==> src/rtl/ifq_pkg.sv <==
// Shared definitions for the instruction-fetch queue: the NOP bubble,
// the drain/run state encoding and the default-width queue entry layout.
package ifq_pkg;

    // addi x0, x0, 0 -- what ID sees whenever no real instruction is ready
    localparam logic [31:0] NOP_INSTR = 32'h0000_0013;

    // RUN: every response is kept; DRAIN: stale responses from before a redirect are still due
    typedef enum logic [0:0] {
        RUN   = 1'b0,
        DRAIN = 1'b1
    } ifq_state_e;

    // Queue entry for the default 32-bit PC; the top packs {pc, ir} in this same order
    typedef struct packed {
        logic [31:0] pc;
        logic [31:0] ir;
    } ifq_entry_t;

endpackage

==> src/rtl/ifq_fifo.sv <==
// Small synchronous FIFO with a single-cycle clear; used for both the
// instruction queue and the issued-PC tag FIFO. Read data is combinational from the head.
module ifq_fifo #(
    parameter int WIDTH = 8,
    parameter int DEPTH = 4,
    localparam int AW = $clog2(DEPTH)
) (
    input  logic             clk,
    input  logic             rst,
    input  logic             push,
    input  logic             pop,
    input  logic             clear,
    input  logic [WIDTH-1:0] din,
    output logic [WIDTH-1:0] dout,
    output logic             full,
    output logic             empty,
    output logic [AW:0]      count
);

    localparam logic [AW:0] PTR_ONE = {{AW{1'b0}}, 1'b1};

    logic [AW:0]      wr_ptr;
    logic [AW:0]      rd_ptr;
    logic [WIDTH-1:0] mem [DEPTH];

    // Pointers carry one extra wrap bit so full and empty are distinguishable
    always_ff @(posedge clk or negedge rst) begin
        if (!rst) begin
            wr_ptr <= '0;
            rd_ptr <= '0;
        end else if (clear) begin
            wr_ptr <= '0;
            rd_ptr <= '0;
        end else begin
            if (push) wr_ptr <= wr_ptr + PTR_ONE;
            if (pop)  rd_ptr <= rd_ptr + PTR_ONE;
        end
    end

    // Storage array needs no reset; only slots between the pointers are ever read as valid
    always_ff @(posedge clk) begin
        if (push && !clear) mem[wr_ptr[AW-1:0]] <= din;
    end

    assign dout  = mem[rd_ptr[AW-1:0]];
    assign count = wr_ptr - rd_ptr;
    assign full  = (count == DEPTH[AW:0]);
    assign empty = (count == '0);

    a_no_overflow:  assert property (@(posedge clk) disable iff (!rst) !(push && full && !pop && !clear));
    a_no_underflow: assert property (@(posedge clk) disable iff (!rst) !(pop && empty && !clear));

endmodule

==> src/rtl/ifetch_queue.sv <==
// Instruction-fetch front end: generates PCs, issues pipelined requests to imem,
// buffers responses in a prefetch queue for IF/ID and throws away responses that
// were already in flight when a branch or flush redirected the fetch stream.
module ifetch_queue
    import ifq_pkg::*;
#(
    parameter int              XLEN     = 32,
    parameter int              DEPTH    = 4,
    parameter logic [XLEN-1:0] PC_STEP  = 1,
    parameter logic [XLEN-1:0] RESET_PC = '0
) (
    input  logic            clk,
    input  logic            rst,
    output logic            imem_req_valid,
    input  logic            imem_req_ready,
    output logic [XLEN-1:0] imem_req_addr,
    input  logic            imem_rsp_valid,
    input  logic [31:0]     imem_rsp_data,
    input  logic            redirect_valid,
    input  logic [XLEN-1:0] redirect_pc,
    input  logic            stall,
    output logic            out_valid,
    output logic [31:0]     ir_out,
    output logic [XLEN-1:0] pc_out
);

    localparam int            CW        = $clog2(DEPTH) + 1;
    localparam logic [CW-1:0] CNT_ONE   = {{(CW-1){1'b0}}, 1'b1};
    localparam logic [CW-1:0] CNT_DEPTH = DEPTH[CW-1:0];

    logic [XLEN-1:0] fetch_pc, fetch_pc_next;
    logic [CW-1:0]   in_flight, in_flight_next;
    logic [CW-1:0]   discard, discard_next;
    ifq_state_e      state, state_next;

    logic [CW-1:0]      occupancy;
    logic [CW:0]        pending_sum;
    logic               fire;
    logic               rsp_accept;
    logic               iq_pop;
    logic               iq_empty, iq_full;
    logic [XLEN+31:0]   iq_dout;
    logic [XLEN-1:0]    tag_dout;
    logic               tag_empty, tag_full;
    logic [CW-1:0]      tag_count;

    // Every in-flight request owns a future queue slot, so the sum bounds issue; rst gates the async-reset window
    assign pending_sum    = {1'b0, occupancy} + {1'b0, in_flight};
    assign imem_req_valid = rst && (pending_sum < {1'b0, CNT_DEPTH}) && !redirect_valid;
    assign imem_req_addr  = fetch_pc;
    assign fire           = imem_req_valid && imem_req_ready;

    assign rsp_accept = imem_rsp_valid && !redirect_valid && (discard == '0);
    assign iq_pop     = !iq_empty && !stall && !redirect_valid;

    assign out_valid = !iq_empty;
    assign ir_out    = out_valid ? iq_dout[31:0] : NOP_INSTR;
    assign pc_out    = out_valid ? iq_dout[XLEN+31:32] : '0;

    ifq_fifo #(.WIDTH(XLEN), .DEPTH(DEPTH)) u_tag_fifo (
        .clk   (clk),
        .rst   (rst),
        .push  (fire),
        .pop   (rsp_accept),
        .clear (redirect_valid),
        .din   (fetch_pc),
        .dout  (tag_dout),
        .full  (tag_full),
        .empty (tag_empty),
        .count (tag_count)
    );

    ifq_fifo #(.WIDTH(XLEN + 32), .DEPTH(DEPTH)) u_instr_queue (
        .clk   (clk),
        .rst   (rst),
        .push  (rsp_accept),
        .pop   (iq_pop),
        .clear (redirect_valid),
        .din   ({tag_dout, imem_rsp_data}),
        .dout  (iq_dout),
        .full  (iq_full),
        .empty (iq_empty),
        .count (occupancy)
    );

    // Next-state for PC, outstanding-request and stale-response counters; a redirect turns all in-flight work stale
    always_comb begin
        fetch_pc_next  = fetch_pc;
        in_flight_next = in_flight;
        discard_next   = discard;
        if (fire)           in_flight_next = in_flight_next + CNT_ONE;
        if (imem_rsp_valid) in_flight_next = in_flight_next - CNT_ONE;
        if (redirect_valid) begin
            fetch_pc_next = redirect_pc;
            discard_next  = imem_rsp_valid ? (in_flight - CNT_ONE) : in_flight;
        end else begin
            if (fire) fetch_pc_next = fetch_pc + PC_STEP;
            if (imem_rsp_valid && (discard != '0)) discard_next = discard - CNT_ONE;
        end
        state_next = (discard_next != '0) ? DRAIN : RUN;
    end

    // Register the fetch-side bookkeeping
    always_ff @(posedge clk or negedge rst) begin
        if (!rst) begin
            fetch_pc  <= RESET_PC;
            in_flight <= '0;
            discard   <= '0;
            state     <= RUN;
        end else begin
            fetch_pc  <= fetch_pc_next;
            in_flight <= in_flight_next;
            discard   <= discard_next;
            state     <= state_next;
        end
    end

    a_inflight_max: assert property (@(posedge clk) disable iff (!rst) in_flight <= CNT_DEPTH);
    a_discard_max:  assert property (@(posedge clk) disable iff (!rst) discard <= in_flight);
    a_occ_max:      assert property (@(posedge clk) disable iff (!rst) occupancy <= CNT_DEPTH);
    a_state_match:  assert property (@(posedge clk) disable iff (!rst) (state == DRAIN) == (discard != '0));
    a_rsp_expected: assert property (@(posedge clk) disable iff (!rst) !(imem_rsp_valid && in_flight == '0));
    a_iq_room:      assert property (@(posedge clk) disable iff (!rst) !(rsp_accept && iq_full && !iq_pop));
    a_tag_room:     assert property (@(posedge clk) disable iff (!rst) !(fire && tag_full && !rsp_accept));
    a_tag_present:  assert property (@(posedge clk) disable iff (!rst) !(rsp_accept && tag_empty));
    a_tag_count:    assert property (@(posedge clk) disable iff (!rst) tag_count <= in_flight);

endmodule

==> config.mk <==
export PLATFORM = sky130hd
export DESIGN_NAME = ifetch_queue
export DESIGN_NICKNAME = d
export VERILOG_FILES = /design/src/rtl/ifq_pkg.sv /design/src/rtl/ifq_fifo.sv /design/src/rtl/ifetch_queue.sv
export SDC_FILE = /design/constraint.sdc
export NUM_CORES = 1
export LEC_CHECK = 0
export CORE_MARGIN = 3
export CORE_UTILIZATION = 53
export CTS_CLUSTER_SIZE = 25
export DETAILED_ROUTE_END_ITERATION = 8
export HOLD_SLACK_MARGIN = 0.15
export PLACE_DENSITY = 0.75
export SLEW_MARGIN = 20
export SYNTH_ARGS = -nofsm -noshare
export SYNTH_HDL_FRONTEND = slang
export SYNTH_SLANG_ARGS = --single-unit
==> constraint.sdc <==
create_clock -name clk -period 5.8 [get_ports clk]
set_input_delay 0.87 -clock clk [delete_from_list [all_inputs] [get_ports clk]]
set_output_delay 0.87 -clock clk [all_outputs]
set_load 0.005 [all_outputs]
==> results.md <==
- Leading cell type in the layout, fill and taps excluded: edfxtp_1
- Slew HR: 0.306
- Synth Instances: 906
- Worst-Margin Slew: 1.04 ns
- Htree depth: 2
- LEAKAGE: 0.00671 uW
- Post-synthesis cell type count: 54
- Die area: 34800 um^2
- Clk buf depth: 3
- Number of post-CTS setup repair buffers: 0
- Period utilisation layout: 0.812
- # resized after CTS: 0
- I/O pin total: 168
- Seq cells post-synth: 432
- VDD IR max: 242 uV
- Dpl hpwl: 18800 um
- Drt pass-1 iters: 5
- Post-Layout Cell Count: 1556
- Initial Util: 0.543
- Core Area: 31800 um^2
- CTS tree: done
- Worst Hold Class: primary input to asynchronous set/reset pin
- Via-to-Cell Ratio: 5.66
- CTS Root Cell: clkbuf_16
- Worst EP required: 4.93 ns
- Top post-synthesis cells by area: edfxtp_1, mux4_2, dfrtp_1, nor2b_1, ha_1
- DP Area: 19400 um^2
- Congestion Overflow GR: 0
- Leading area contributor after synthesis: edfxtp_1
- Worst setup SP type: register
- Status: complete, no violations
- Yosys warns: 0
- Vias in the first global route: 9230
- Worst-path maximum fanout: 68
- Minimum clock period: 4.71 ns
- Critical Path End: pc_out[12]
- Antenna Cells: 0
- Post-synthesis sequential area ratio: 0.738
- Max Cap Violations: 0
- Clk_lat worst skew: 0.53 ns
- Post-DR wirelength/cell: 20.9 um
- Num Clock Sinks: 432
- RSZ-0062 raised after global routing: false
- Async set-reset flop share out of synthesis: 0.111
- Cell Pwr Density: 393 nW/um^2
- Fmax: 0.212 GHz
- Antenna Violating Nets Remaining: 0
- Arrival time of the worst setup path: 3.84 ns
- Pins Over Slew Limit: 0
- Crit path kind: register to output port
- Hold slack final: 0.457 ns
- DRT iter0 DRCs: 588
- Setup crit start: u_instr_queue.rd_ptr[0]
- Ys flop type: edfxtp_1
- Number of synthesized flops with an enable pin: 384
- CTS Buf Count: 44
- Die height: 186 um
- Largest net degree at the start of global routing: 69
- Num rows: 65
- Die Wd: 186 um
- R2r startpoint: u_instr_queue.rd_ptr[0]
- Worst Reg2Reg Path Length in Cells: 13
- Internal reg-to-reg setup slack: 1.82 ns
- Buffers on Ports: 167
- Hold-fix buffers, CTS: 0
- Top cell type's share of synthesized area: 0.668
- Post-synthesis instance area: 17300 um^2
- First-pass GRT wire length: 51700 um
- GRT Util Overall: 0.188
- Share of layout cells above drive strength 1: 0.176
- Overall routed net length: 32500 um
- Syn_nets: 995
- Setup_tns: 0 ns
- Dpl cells: 1478
- Final clock skew: 0.0120 ns
- Synth-to-Final Area Change: 20.0%
- Fin area: 20700 um^2
- Worst Setup End Kind: output port
- R2R Path End: in_flight[2]
- Final setup fails: 0
- Clock-pin slew on the worst setup and hold paths: 0.06 ns
- Final hold vios: 0
- Most frequent cells in the layout: edfxtp_1, clkdlybuf4s50_1, mux4_2
- Post-Syn Area per Cell: 19.1 um^2
- DR DRC count: 0
- Antenna violations before repair: 0
- Nets: 1178
- Global placement routability congestion: 0.802
- Vias: 8800
-- per-layer routing --
layer / up-vias / routed length (um) / share of wire / global-route usage
li1: 3977 / - / - / -
met1: 4495 / 14600 / 0.45 / 0.273
met2: 279 / 15700 / 0.48 / 0.305
met3: 49 / 1670 / 0.051 / 0.0321
met4: 0 / 609 / 0.019 / 0.0439
met5: - / 0 / 0 / 0
-- synth_stat cells, drive strengths merged (2+ instances only) --
cell    number
nor2b       54
dfrtp       48
a211oi       2
nand3       15
a31o         5
nand2       46
nand4       13
mux4        96
or2          3
and4         2
a32oi        2
mux2i        3
inv         19
nor2        19
o311ai       8
and3        13
o211ai      12
a31oi        3
buf         16
edfxtp     384
nand3b       3
nor3b        3
o21ai       27
ha          18
xnor2       11
xor2         7
nor3         3
clkbuf      29
or3          3
and2b        7
nor4         5
and2         5
a21oi       12
-- layout make-up --
class | instances | area [um^2]
timing repair buffer | 182 | 1770
fill | 2160 | 11100
clock buffer | 57 | 1170
tap | 435 | 544
inverter | 19 | 71.3
clock inverter | 21 | 143
multi-input combinational | 410 | 4270
sequential | 432 | 12700
-- state kept, by name, indices dropped and copies added, names as in the netlist --
name / cells
in_flight: 3
u_tag_fifo.wr_ptr: 2
u_instr_queue.mem: 256
u_instr_queue.wr_ptr: 3
discard: 3
imem_req_addr: 32
u_instr_queue.rd_ptr: 3
u_tag_fifo.mem: 128
u_tag_fifo.rd_ptr: 2
-- critical path: stages, from the launching register on --
cell and delay [ns]:
dfrtp_4 0.76, ha_1 0.23, inv_1 0.04, fa_1 0.36
xnor3_1 0.42, nor3b_4 0.18, buf_4 0.51, and2b_1 0.26
clkdlybuf4s50_1 0.45
-- stage by stage --
step / setup slack [ns] / utilization / total power [uW]
after global routing: 0.834 / 0.651 / 8530
final: 1.09 / 0.651 / 8150
after detailed placement: 1.52 / 0.610 / 5680
after global placement: 1.60 / 0.610 / 5630
after CTS: 0.960 / 0.651 / 8260
after floorplan: 1.43 / - / 4760
-- worst min path at each step --
stage / start / endpoint / slack [ns] / cells past startpoint
detailed placement: u_instr_queue.rd_ptr[2] / u_instr_queue.rd_ptr[2] / 0.55 / 2
global placement: u_instr_queue.rd_ptr[2] / u_instr_queue.rd_ptr[2] / 0.55 / 2
global route: rst / discard[1] / 0.50 / 2
CTS: rst / imem_req_addr[17] / 0.46 / 2
floorplan: u_tag_fifo.wr_ptr[0] / u_tag_fifo.wr_ptr[0] / 0.51 / 1
finish: rst / imem_req_addr[28] / 0.46 / 2
-- power breakdown --
part           switching [uW]  internal, uW  leakage [uW]
Combinational             758          1060       0.00203
Clock                    1100          1470      0.000631
Sequential                175          3590       0.00405
-- cell families after synthesis --
logic type,synth area share
buffers and inverters,0.0161
AND/OR/NAND/NOR,0.0653
AO/OA/AOI/OAI,0.0287
flip-flops,0.738
adder cells (fa/ha/maj),0.0142
XOR/XNOR,0.0104
multiplexers,0.128
No activity file was read; power rests on OpenSTA's default activity.
